## config.mk

```make
export PLATFORM = sky130hd
export DESIGN_NAME = hazard_controller
export DESIGN_NICKNAME = d
export VERILOG_FILES = /design/src/rtl/hazard_controller.sv
export SDC_FILE = /design/constraint.sdc
export NUM_CORES = 1
export LEC_CHECK = 0
export CORE_ASPECT_RATIO = 0.7
export CORE_UTILIZATION = 38
export CTS_CLUSTER_DIAMETER = 200
export DETAILED_ROUTE_END_ITERATION = 10
export GPL_TIMING_DRIVEN = 0
export HOLD_SLACK_MARGIN = 0.08
export PLACE_DENSITY = 0.86
export REMOVE_ABC_BUFFERS = 1
export SKIP_CTS_REPAIR_TIMING = 1
export SYNTH_ARGS = -nofsm -noshare
export SYNTH_HDL_FRONTEND = slang
export SYNTH_SLANG_ARGS = --single-unit
export TNS_END_PERCENT = 1
```

## constraint.sdc

```tcl
create_clock -name clk -period 2.89 [get_ports clk]
set_input_delay 0.289 -clock clk [delete_from_list [all_inputs] [get_ports clk]]
set_output_delay 0.289 -clock clk [all_outputs]
set_load 0.05 [all_outputs]
```

## src/rtl/hazard_controller.sv

```systemverilog
`default_nettype none
// ============================================================================
//  Module   : hazard_controller
//  Purpose  : Converts the forwarding unit's load-use flag, the I/D cache miss
//             levels and the EX branch resolution into per-pipeline-register
//             stall/flush controls, a PC hold and a redirect-accept pulse.
//             It sequences D-cache miss waits and post-redirect R1 bubbles,
//             and runs a stall watchdog.
//             Register map: bit i of o_stall/o_flush controls R(i+1), where
//             R1=IF/DEC, R2=DEC/EX, R3=EX/MEM, R4=MEM/WB.
//  Ports    : clk, rst              clock, synchronous active-high reset
//             i_lw_hazard           load-use hazard (DEC needs EX load data)
//             i_ic_miss             IF-stage I-cache miss (level)
//             i_dc_miss             MEM-stage D-cache miss (level until fill)
//             i_br_valid            EX holds a resolved branch
//             i_br_mispredict       EX branch mispredicted (qualified)
//             o_pc_stall            hold PC
//             o_stall[3:0]          hold R1..R4
//             o_flush[3:0]          bubble into R1..R4 (overrides stall)
//             o_redirect            PC redirect accepted this cycle
//             o_stall_timeout       sticky watchdog flag
//             o_cnt_*               performance counters
//  Options  : define HAZARD_PERF_CNT_EN to build the saturating performance
//             counters; otherwise the o_cnt_* outputs are tied to zero.
//  Revision : 1.0  initial release
// ============================================================================
module hazard_controller #(
    parameter int REDIRECT_BUBBLES = 1,
    parameter int STALL_TIMEOUT    = 1024,
    parameter int CNT_WIDTH        = 32
) (
    input  logic                 clk,
    input  logic                 rst,
    input  logic                 i_lw_hazard,
    input  logic                 i_ic_miss,
    input  logic                 i_dc_miss,
    input  logic                 i_br_valid,
    input  logic                 i_br_mispredict,
    output logic                 o_pc_stall,
    output logic [3:0]           o_stall,
    output logic [3:0]           o_flush,
    output logic                 o_redirect,
    output logic                 o_stall_timeout,
    output logic [CNT_WIDTH-1:0] o_cnt_lw,
    output logic [CNT_WIDTH-1:0] o_cnt_dc,
    output logic [CNT_WIDTH-1:0] o_cnt_ic,
    output logic [CNT_WIDTH-1:0] o_cnt_redir
);

    localparam int                    c_WD_WIDTH = $clog2(STALL_TIMEOUT + 1);
    localparam logic [c_WD_WIDTH-1:0] c_WD_LIMIT = c_WD_WIDTH'(STALL_TIMEOUT);
    localparam logic [3:0]            c_BUBBLES  = 4'(REDIRECT_BUBBLES);

    typedef enum logic [1:0] {
        ST_RUN      = 2'd0,
        ST_DC_WAIT  = 2'd1,
        ST_REDIRECT = 2'd2
    } state_t;

    state_t                  r_state;
    state_t                  w_next_state;
    logic [3:0]              r_bcnt;
    logic [3:0]              w_next_bcnt;
    logic [c_WD_WIDTH-1:0]   r_wd;
    logic [c_WD_WIDTH-1:0]   w_wd_next;
    logic                    r_timeout;
    logic                    w_mispredict;

    assign w_mispredict = i_br_valid & i_br_mispredict;

    // ------------------------------------------------------------------------
    // Output decode and next-state logic, in priority order:
    // dc_miss > mispredict > lw_hazard > ic_miss > REDIRECT bubbles.
    // ------------------------------------------------------------------------
    always_comb begin
        o_pc_stall   = 1'b0;
        o_stall      = 4'b0000;
        o_flush      = 4'b0000;
        o_redirect   = 1'b0;
        w_next_state = r_state;
        w_next_bcnt  = r_bcnt;

        if (rst) begin
            o_flush = 4'b1111;
        end else if (i_dc_miss) begin
            // Freeze IF..EX, drain a bubble into WB; bcnt is held so any
            // pending redirect bubbles resume after the fill.
            o_pc_stall   = 1'b1;
            o_stall      = 4'b0111;
            o_flush      = 4'b1000;
            w_next_state = ST_DC_WAIT;
        end else if (w_mispredict) begin
            o_redirect  = 1'b1;
            o_flush     = 4'b0011;
            w_next_bcnt = c_BUBBLES;
            w_next_state = (c_BUBBLES != 4'd0) ? ST_REDIRECT : ST_RUN;
        end else begin
            if (i_lw_hazard) begin
                o_pc_stall = 1'b1;
                o_stall    = 4'b0001;
                o_flush    = 4'b0010;
            end else if (i_ic_miss) begin
                o_pc_stall = 1'b1;
                o_flush    = 4'b0001;
            end else if (r_state == ST_REDIRECT) begin
                o_flush = 4'b0001;
            end

            case (r_state)
                ST_DC_WAIT: begin
                    // First cycle after the fill acts as RUN; bubbles
                    // left over from an interrupted redirect resume next.
                    w_next_state = (r_bcnt != 4'd0) ? ST_REDIRECT : ST_RUN;
                end
                ST_REDIRECT: begin
                    if (r_bcnt != 4'd0) begin
                        w_next_bcnt = r_bcnt - 4'd1;
                    end
                    w_next_state = (r_bcnt <= 4'd1) ? ST_RUN : ST_REDIRECT;
                end
                default: begin
                    w_next_state = ST_RUN;
                end
            endcase
        end
    end

    // Watchdog count of consecutive PC-stall cycles, saturating at the limit.
    always_comb begin
        w_wd_next = '0;
        if (o_pc_stall) begin
            w_wd_next = (r_wd == c_WD_LIMIT) ? r_wd : r_wd + 1'b1;
        end
    end

    always_ff @(posedge clk) begin
        if (rst) begin
            r_state   <= ST_RUN;
            r_bcnt    <= 4'd0;
            r_wd      <= '0;
            r_timeout <= 1'b0;
        end else begin
            r_state <= w_next_state;
            r_bcnt  <= w_next_bcnt;
            r_wd    <= w_wd_next;
            if (o_pc_stall && (w_wd_next == c_WD_LIMIT)) begin
                r_timeout <= 1'b1;
            end
        end
    end

    assign o_stall_timeout = r_timeout;

`ifdef HAZARD_PERF_CNT_EN
    logic                 w_apply_lw;
    logic                 w_apply_ic;
    logic [CNT_WIDTH-1:0] r_cnt_lw;
    logic [CNT_WIDTH-1:0] r_cnt_dc;
    logic [CNT_WIDTH-1:0] r_cnt_ic;
    logic [CNT_WIDTH-1:0] r_cnt_redir;

    // Cycles where the lw / ic encodings actually win the priority decode.
    assign w_apply_lw = ~rst & ~i_dc_miss & ~w_mispredict & i_lw_hazard;
    assign w_apply_ic = ~rst & ~i_dc_miss & ~w_mispredict & ~i_lw_hazard & i_ic_miss;

    always_ff @(posedge clk) begin
        if (rst) begin
            r_cnt_lw    <= '0;
            r_cnt_dc    <= '0;
            r_cnt_ic    <= '0;
            r_cnt_redir <= '0;
        end else begin
            if (w_apply_lw && (r_cnt_lw != '1)) begin
                r_cnt_lw <= r_cnt_lw + 1'b1;
            end
            if (i_dc_miss && (r_cnt_dc != '1)) begin
                r_cnt_dc <= r_cnt_dc + 1'b1;
            end
            if (w_apply_ic && (r_cnt_ic != '1)) begin
                r_cnt_ic <= r_cnt_ic + 1'b1;
            end
            if (o_redirect && (r_cnt_redir != '1)) begin
                r_cnt_redir <= r_cnt_redir + 1'b1;
            end
        end
    end

    assign o_cnt_lw    = r_cnt_lw;
    assign o_cnt_dc    = r_cnt_dc;
    assign o_cnt_ic    = r_cnt_ic;
    assign o_cnt_redir = r_cnt_redir;
`else
    assign o_cnt_lw    = '0;
    assign o_cnt_dc    = '0;
    assign o_cnt_ic    = '0;
    assign o_cnt_redir = '0;
`endif

endmodule
`default_nettype wire
```

# [Word-level counts from Yosys, hierarchy flattened]
# Index checks and enable logic that the tools add are counted.
[word_totals] regBits=18 latchBits=0 mem_bits_rw=0 rom_bits=0 inputBits=7 word_cells=48 mem_count=0
[classes] add_sub_neg=2 mul=0 div=0 order_cmp=1 n_eq_ne=4 shifts=0 n_mux=28 bitwise_logic=2 n_reduce_logical=6
[op_table] cell="$eq 11x11->1 const B" n=2
[op_table] cell="$mux 11" n=2
[op_table] cell="$mux 4" n=5
[op_table] cell="$mux 1" n=13
[op_table] cell="$add 11x1->11 const B" n=1
[op_table] cell="$mux 2" n=5
[op_table] cell="$mux 3" n=2
[op_table] cell="$le 4x1->1 const B" n=1
[op_table] cell="$pmux 2 s2" n=1
[op_table] cell="$reduce_bool 2->1" n=2
[op_table] cell="$reduce_bool 4->1" n=1
[op_table] cell="$sub 4x1->4 const B" n=1
[op_table] cell="$reduce_and 3->1" n=1
[op_table] cell="$eq 2x1->1 const B" n=1
[op_table] cell="$eq 2x2->1 const B" n=1
[op_table] cell="$reduce_or 2->1" n=1
[op_table] cell="$and 1x1->1" n=1
[op_table] cell="$logic_and 1x1->1" n=1
[op_table] cell="$not 1->1" n=1

# [Longest topological paths before layout]
[logic_depth] ltp_word=8 ltp_mapped=8 depth_no_buf=7

# [Worst setup path after synthesis]
# OpenSTA, ideal clock, no wires.
[synth_timing] path_type="input-to-output" from="in rst" to="out o_flush[0]" t_arrival_ns=1.655 path_slack_ns=0.946 cell_stages=3 n_path_buf=1 path_cell_list="clkbuf_1 -> nor2_1 -> a21oi_1"
[synth_via] elab_chain_cells=1
[synth_lines] item="start: declaration" line_no="33" rtl="input logic rst,"
[synth_lines] item="$mux 4" line_no="83" rtl="if (rst) begin"
[synth_lines] item="end: declaration" line_no="41" rtl="output logic [3:0] o_flush,"
# No other way between the ends.

# [Worst setup path in the final report]
[layout_timing] from="in rst" to="out o_pc_stall"
[layout_via] elab_chain_cells=1
[layout_lines] item="$mux 1" line_no="83"
[layout_lines] item="end: declaration" line_no="39" rtl="output logic o_pc_stall,"
# No other way between the ends.

==> summary.txt <==
Worst setup path
  • Critical-path maximum fanout: 14
  • CP endpoint kind: output pin
  • Setup crit start: rst
  • Critical path cell sequence: clkdlybuf4s50_1 > o21bai_1 > inv_1 > clkdlybuf4s50_1
  • Crit Reg-Reg Startpoint: r_wd[0]
  • Critical path data required time: 2.60 ns
  • Crit Path Class: in -> out
  • Worst setup SP type: primary input
  • CP most frequent cell: clkdlybuf4s50_1
  • Slowest CP cell: clkdlybuf4s50_1
  • Crit path DAT: 2.32 ns
  • CP max stage delay: 0.82 ns

Layout
  • Fin cells: 341
  • Layout cells sized above 1: 3.31%
  • Area Growth Syn to Fin: -10.3%
  • # diodes: 0
  • Fin nets: 286
  • Final instance area: 1820 sq um

Global route
  • Gr usage total: 10.4%
  • Initial antenna violation count: 0
  • Gr ovfl total: 0
  • Pin count of the biggest net entering global routing: 15
  • Number of global-route vias before repair: 935
  • First-pass GRT wire length: 4500 um

Hold path
  • Worst Hold Class: reg -> reg
  • HP Start: o_stall_timeout

Yosys
  • Simple-gate portion of the synthesized area: 15.7%
  • Top cells by area, synth: buf_4 (48%), dfxtp_1 (18%), ha_1 (3.7%)
  • Synth Area in XOR/XNOR: 5.17%
  • Share of the synthesized area in the top cell type: 48.4%
  • Largest area contributor in the netlist: buf_4
  • Compound-cell area share of the yosys netlist: 7.02%
  • Synth Area in Adders: 3.69%
  • Largest family of logic cells by synthesized area: buffers and inverters
  • Fraction of registers with async set/reset: 0%
  • Synth Register Bits: 18
  • Synthesized area per cell: 7.91 sq um
  • Synth Flop Type: dfxtp_1
  • Sequential share of the synthesized area: 17.7%
  • Ys Warns: 0
  • Number of synthesized flops with an enable pin: 0
  • Multiplexer share of the synthesized area: 0%
  • Synth Instances: 257
  • Post-synth design cell area: 2030 sq um
  • Post-synth cell types: 38

Route
  • Via Count: 1,221
  • Drt drc: 0
  • Initial DRC count: 46
  • Antenna-violating nets left: 0
  • WL per Instance: 8.55 um
  • Vias per inst: 3.58
  • Pre-antenna DRT Iters: 4
  • WL final: 2920 um

Pwr
  • PD cells: 514 nW/um^2
  • P_leak: 0.877 nW
  • VDD IR max: 192 uV

Timing
  • Skew final: 0.00275 ns
  • Max Fclk: 383 MHz
  • Setup-failing EPs final: 0
  • RSZ-0062 raised after global routing: false
  • Fin crit period: 2.61 ns
  • Worst-Margin Slew: 0.609 ns
  • Setup total negative slack: 0 ns
  • Count of final hold-check violations: 0
  • Max-slew violation count: 0
  • Final period utilization: 90.4%
  • Rel. slew slack: 59.3%

CTS
  • Root buf cell: clkbuf_8
  • CTS clk-pin slew, worst paths: 0.07 ns
  • Skew-Pair Late Insertion Delay: 0.26 ns
  • CTS H-tree lvls: 1
  • CTS tree: done
  • Clock sink count: 18
  • Cts bufs inserted: 3
  • Clock buffer depth: 2

Floorplanning
  • Die Height: 63.2 um
  • Starting density of the core: 40.9%
  • Row cnt: 21
  • Core Area: 4970 sq um
  • Io pins: 146
  • Die area: 5650 sq um
  • Die W: 89.4 um

Placed design
  • Placed inst area: 1770 sq um
  • # placed instances: 337
  • Routability-driven placement congestion ratio: 0.852
  • Post-DP HPWL: 2410 um
  • I/O Buffers: 16

Outcome
  • Status: completed

Job
  • Maxcap violations: 0
## synthesized netlist by cell type (all sizes together) (3+ instances only)
master,n
a21oi,9
buf,132
dfxtp,18
ha,6
inv,9
nand2,7
nand3,5
nand4,3
nor2,16
nor3,7
xnor2,6
xor2,6
## area by class of cell
class	count	area [sq um]
clock buffer	4	55.1
fill	515	3140
inverter	9	33.8
multi-input combinational	225	1130
sequential	18	360
tap	69	86.3
timing repair buffer	16	160
## critical path: cells and delay by family
| family | cells | cell delay (ns) |
|---|---|---|
| compound gates | 1 | 0.42 |
| buf+inv | 3 | 1.60 |
## registers in the layout (all words and copies together) (netlist names)
| name | cells |
|---|---|
| r_state | 2 |
| r_wd | 11 |
| r_bcnt | 4 |
| o_stall_timeout | 1 |
## final timing paths
| kind | endpoint | slack [ns] | cells past startpoint |
|---|---|---|---|
| hold / removal | o_stall_timeout | 0.51 | 2 |
| setup reg to reg | o_stall_timeout | 0.97 | 7 |
| setup / recovery | o_pc_stall | 0.28 | 4 |
| hold reg to reg | o_stall_timeout | 0.51 | 2 |
## metal layers
layer | global-route usage, % | share of wire [%] | up-vias
li1 | - | - | 606
met1 | 13.1 | 42 | 558
met2 | 15.9 | 51 | 50
met3 | 2.75 | 4.5 | 7
met4 | 5.36 | 2.5 | 0
met5 | 0 | 0 | -
## layout by cell type (no fill, tap or decap), types with 3 or more instances in the layout
cell type / synthesis / routed
xnor2_1: 6 / 6
nor2_1: 16 / 16
nand3_1: 5 / 5
conb_1: 1 / 129
clkdlybuf4s50_1: 0 / 16
dfxtp_1: 18 / 18
xor2_1: 6 / 6
ha_1: 6 / 6
inv_1: 9 / 9
nand2_1: 7 / 7
a21oi_1: 8 / 8
nor3_1: 7 / 7
nand4_1: 3 / 3
clkbuf_8: 0 / 4
## through the flow
step	worst slack [ns]	utilization, %	hold WS (ns)	power, mW
2_1_floorplan	0.958	-	0.358	0.686
3_3_place_gp	0.306	35.6	0.473	0.723
3_5_place_dp	0.302	35.6	0.496	0.726
4_1_cts	0.303	36.7	0.514	0.938
5_1_grt	0.154	36.7	0.541	0.969
6_report	0.277	36.7	0.507	0.936
## cell families after synthesis
family | after synthesis
xor+xnor | 12
fa+ha+maj | 6
buf+inv | 142
compound gates | 20
flops | 18
other cells | 1
simple gates | 58
## where the power goes
group | switching (mW) | leakage [nW] | total [mW] | internal [mW]
logic | 0.426 | 0.703 | 0.465 | 0.0394
clock network | 0.0898 | 0.0288 | 0.211 | 0.121
registers | 0.00716 | 0.146 | 0.260 | 0.253
total | 0.522 | 0.877 | 0.936 | 0.414
No activity file was read; power rests on OpenSTA's default activity.
==> patch 1 (same flow settings) <==
Register the output `o_stall_timeout` once more, with the module's reset; this adds one clock of latency there. The other outputs are not delayed to match.
--- a/src/rtl/hazard_controller.sv
+++ b/src/rtl/hazard_controller.sv
@@ -150,5 +150,11 @@
     end
 
-    assign o_stall_timeout = r_timeout;
+    always_ff @(posedge clk) begin
+        if (rst) begin
+            o_stall_timeout <= '0;
+        end else begin
+            o_stall_timeout <= r_timeout;
+        end
+    end
 
 `ifdef HAZARD_PERF_CNT_EN
Behaviour: no difference found for any inputs over 10 cycles, from zero or initial values and one cycle with rst high; that may be too few to reach the edited logic, so the function may still have changed.
==> patch 1 against the original RTL <==
Sequential cell count grew 1; global-route usage shrank 1.3 points; sequential power grew 6%; worst hold slack lost 30 ps; cell area grew 2.3%; area after synthesis grew 3.4%; sequential share of layout area grew 0.62 points; utilization shrank 1.4 points; clock power shrank 11%; wire length shrank 1.8%; first-iteration DRC count grew 30%; clock skew grew 3.6 ps; worst setup slack gained 19 ps; critical path type unchanged; total power shrank 1.2%.
==> patch 1: results (changes against the original RTL) <==
Run status:
- The flow ran to the end, and the final reports show no timing, DRC or antenna violations.

Cells and area:
- The number of filler cells placed in the layout is 553 (+7.4%).
- The register share of the cell area is 20.40% (+0.62 points).
- The share of post-route cells with drive strength above 1 is 4.797% (+1.5 points).
- The area used by multi-input combinational logic is 1154 sq um (+2.4%).
- The number of combinational gates with multiple inputs is 223 (-0.89%).
- The portion of the layout cell area used by non-clock buffers is 8.591% (-0.20 points).
- The clock-cell share of area was 2.483% (-0.54 points).

Logic synthesis:
- The share of the synthesized area in compound gates (AO/OA/AOI/OAI) is 6.250% (-0.77 points).
- After synthesis, the cell types taking the most area are sky130_fd_sc_hd__buf_4 47%, sky130_fd_sc_hd__dfxtp_1 18%, sky130_fd_sc_hd__ha_1 3.6%.
- The share of synthesized area occupied by flip-flops and latches is 18.10% (+0.36 points).
- The adder and majority cell fraction of the synthesized area came to 3.571% (-0.12 points).
- The post-synthesis average cell area is 8.147 sq um (+3.0%).

Placed design:
- The final estimated routing congestion in global placement was 0.8198 (-3.8%).
- The number of placed cells counting well taps is 339 (+0.59%).

Detailed routing:
- The wire length on met2 is 1.486 mm (-0.60%).
- The number of design-rule violations left by the first detailed-router iteration was 60 (+30%).
- The post-route met1 wirelength is 1.108 mm (-8.7%).
- The mean number of vias per cell is 3.592 (+0.31%).
- The routed length on met3 is 236 microns (+79%).
- The vias after detailed routing was 1232 (+0.90%).

Timing:
- The headroom to the max-slew limit is 58.28% (-1.0 points).
- The setup skew after layout is 6.383 ps (+3.636 ps).

Clock network:
- The CTS sink count is 19 (+1).

Global routing:
- The met1 usage is 10.50% (-2.6 points).
- The pin count of the biggest net entering global routing came to 14 (-1).
- The met3 routing resource usage after global routing is 3.690% (+0.94 points).
- The number of global-route vias before repair is 868 (-7.2%).

Setup path:
- The highest net fanout along the worst path is 13 (-1).
- The worst stage delay on the critical path is 850 ps (+30 ps).
- The data arrival time at the worst-slack endpoint came to 2300 ps (-20 ps).

Min path:
- The origin of the worst min-delay path is r_timeout.

Power:
- The maximum VDD drop is 0.0002027 V (+5.6%).
- The leakage power is 0.9143 nW (+4.2%).
## patch 1: changes by cell type in the layout (fill, tap and decap cells not counted), sizes merged, moves of 2 or more
cell / before / now
or4: 2 / 0
nor2b: 2 / 0
nand4: 3 / 0
nand3: 5 / 3
and4: 1 / 3
nand2: 7 / 11
## patch 1: worst paths after layout
path,end,cells after the start
setup / recovery,o_pc_stall,4
hold reg to reg,o_stall_timeout,2
hold / removal,o_stall_timeout,2
setup reg to reg,r_timeout,6
## patch 1: worst max-delay path, delay by kind of cell
kind            cells  cell delay, ps
compound gates      1             350
buf+inv             3            1660
## patch 1: stage by stage
stage               setup slack, ps  hold WS [ps]  area (sq um)
floorplan                     957.8         358.1          1568
global placement              318.0         449.3          1818
detailed placement            288.0         466.0          1818
CTS                           291.7         483.4          1864
global route                  176.9         508.0          1864
finish                        296.3         476.6          1864
## patch 1: report_power, final
group	switching (mW)	total, mW	internal, mW
clock network	0.0908	0.187	0.0960
logic	0.425	0.462	0.0379
registers	0.00931	0.276	0.267
==> patch 2 (config.mk and constraints unchanged) <==
Made on the original files. Change the parameter `STALL_TIMEOUT` from 1024 to 2048.
--- a/src/rtl/hazard_controller.sv
+++ b/src/rtl/hazard_controller.sv
@@ -27,5 +27,5 @@
 module hazard_controller #(
     parameter int REDIRECT_BUBBLES = 1,
-    parameter int STALL_TIMEOUT    = 1024,
+    parameter int STALL_TIMEOUT    = 2048,
     parameter int CNT_WIDTH        = 32
 ) (
Formal check against the unedited RTL: no difference found for any inputs over 10 cycles, from zero or initial values and one cycle with rst high; that may be too few to reach the edited logic, so the function may still have changed.
==> patch 2 against the original RTL <==
Wire length up 5.1%; combinational power up 1%; critical path type unchanged; worst hold slack better by 52 ps; critical path depth unchanged; sequential cell count up 1; area after synthesis up 8.1%; sequential share of layout area down 0.37 points; clock power down 13%; first-iteration DRC count down 41%; cell area up 7.6%; critical endpoint unchanged; total power down 0.84%; highest routed layer unchanged; worst setup slack worse by 83 ps.
==> patch 2: results (changes against the original RTL) <==
Logic synthesis:
- The post-synthesis instance total is 275 (+7.0%).
- The share of synthesized area occupied by flip-flops and latches is 17.31% (-0.42 points).
- Ranked by instance count, the synthesized netlist is headed by 131 x sky130_fd_sc_hd__buf_4, 20 x sky130_fd_sc_hd__nor2_1, 19 x sky130_fd_sc_hd__dfxtp_1.
- The unique cell type count in the Yosys netlist is 45 (+18%).
- In the synthesized netlist the dominant register cell turns out to be sky130_fd_sc_hd__dfxtp_1.
- By area the synthesized netlist is led by sky130_fd_sc_hd__buf_4 45%, sky130_fd_sc_hd__dfxtp_1 17%, sky130_fd_sc_hd__ha_1 3.4%.

Setup path:
- The highest net fanout along the worst path is 15 (+1).
- The data arrival time at the worst-slack endpoint was 2410 ps (+90 ps).

Placed design:
- The final estimated routing congestion in global placement came to 0.8985 (+5.5%).
- The number of placed cells counting well taps is 356 (+5.6%).
- The number of I/O port buffers is 16 (unchanged).
- The post-place setup slack is 199.0 ps (-102.8 ps).
- The placed cell area came to 1913 sq um (+8.3%).
- The HPWL after detailed placement is 2.532 mm (+5.2%).

Run status:
- The flow ran to the end, and the final reports show no timing, DRC or antenna violations.

Global routing:
- The pin count of the biggest net entering global routing came to 16 (+1).
- The total global routing track utilization is 8.892% (-1.5 points).
- The number of global-route vias before repair is 963 (+3.0%).
- The wire length of the first global-routing pass is 4.312 mm (-4.1%).

Cells and area:
- In the final layout, the registers with the most flip-flops are r_wd x12, r_bcnt x4, r_state x2.
- The number of filler cells placed in the layout is 592 (+15%).
- The final cell utilization of the core was 36.32% (-0.37 points).
- The number of nets in the layout is 302 (+5.6%).
- The share of post-route cells with drive strength above 1 is 6.597% (+3.3 points).

Timing:
- The setup skew after layout is 4.715 ps (+1.967 ps).
- The worst-margin pin slew is 634.6 ps (+25.57 ps).

Power:
- The maximum VDD drop is 0.0002657 V (+38%).
- The leakage power was 0.9211 nW (+5.0%).

Min path:
- In this run the worst hold path is classified as reg2reg.

Detailed routing:
- The total wirelength of the detailed-routed design is 3.063 mm (+5.1%).
- The post-detailed-route wirelength per cell is 8.508 microns (-0.47%).
- The number of design-rule violations left by the first detailed-router iteration is 27 (-41%).
## patch 2: layout make-up
| type | count | area share (%) |
|---|---|---|
| tap | 72 | 4.598 |
| clock buffer | 3 | 2.107 |
| clock inverter | 1 | 0.2554 |
| multi-input combinational | 239 | 63.54 |
| inverter | 10 | 1.916 |
| sequential | 19 | 19.41 |
| timing repair buffer | 16 | 8.174 |
## patch 2: worst paths after layout
kind / start / to / slack (ps) / cells after the start
max: rst / o_pc_stall / 190 / 4
min reg2reg: r_bcnt[0] / r_bcnt[0] / 560 / 1
min: r_bcnt[0] / r_bcnt[0] / 560 / 1
max reg2reg: r_wd[0] / o_stall_timeout / 890 / 5
## patch 2: routing by layer
layer,share of wire [%],GRT usage (%)
met1,43,12.03
met3,5.2,0.8102
met4,1.6,4.615
met5,0,0
met2,50,14.06
## patch 2: critical path, cell delays in order
cell	delay, ps
sky130_fd_sc_hd__clkdlybuf4s50_1	680
sky130_fd_sc_hd__o21bai_1	440
sky130_fd_sc_hd__inv_1	170
sky130_fd_sc_hd__clkdlybuf4s50_1	820
## patch 2: kinds of logic after synthesis
| group | synth area share (%) |
|---|---|
| adders and majority gates | 3.417 |
| muxes | 1.139 |
| DFF | 17.31 |
| other | 0.1707 |
| buffers and inverters | 47.89 |
| AOI/OAI and AO/OA | 8.030 |
| xor gates and xnor gates | 3.587 |
| and+or+nand+nor | 18.45 |
## patch 2: where the power goes
part           leakage [nW]  internal (mW)  switching (mW)
sequential            0.154          0.267         0.00827
clock                0.0255         0.0959          0.0879
combinational         0.742         0.0420           0.428
total                 0.921          0.405           0.524
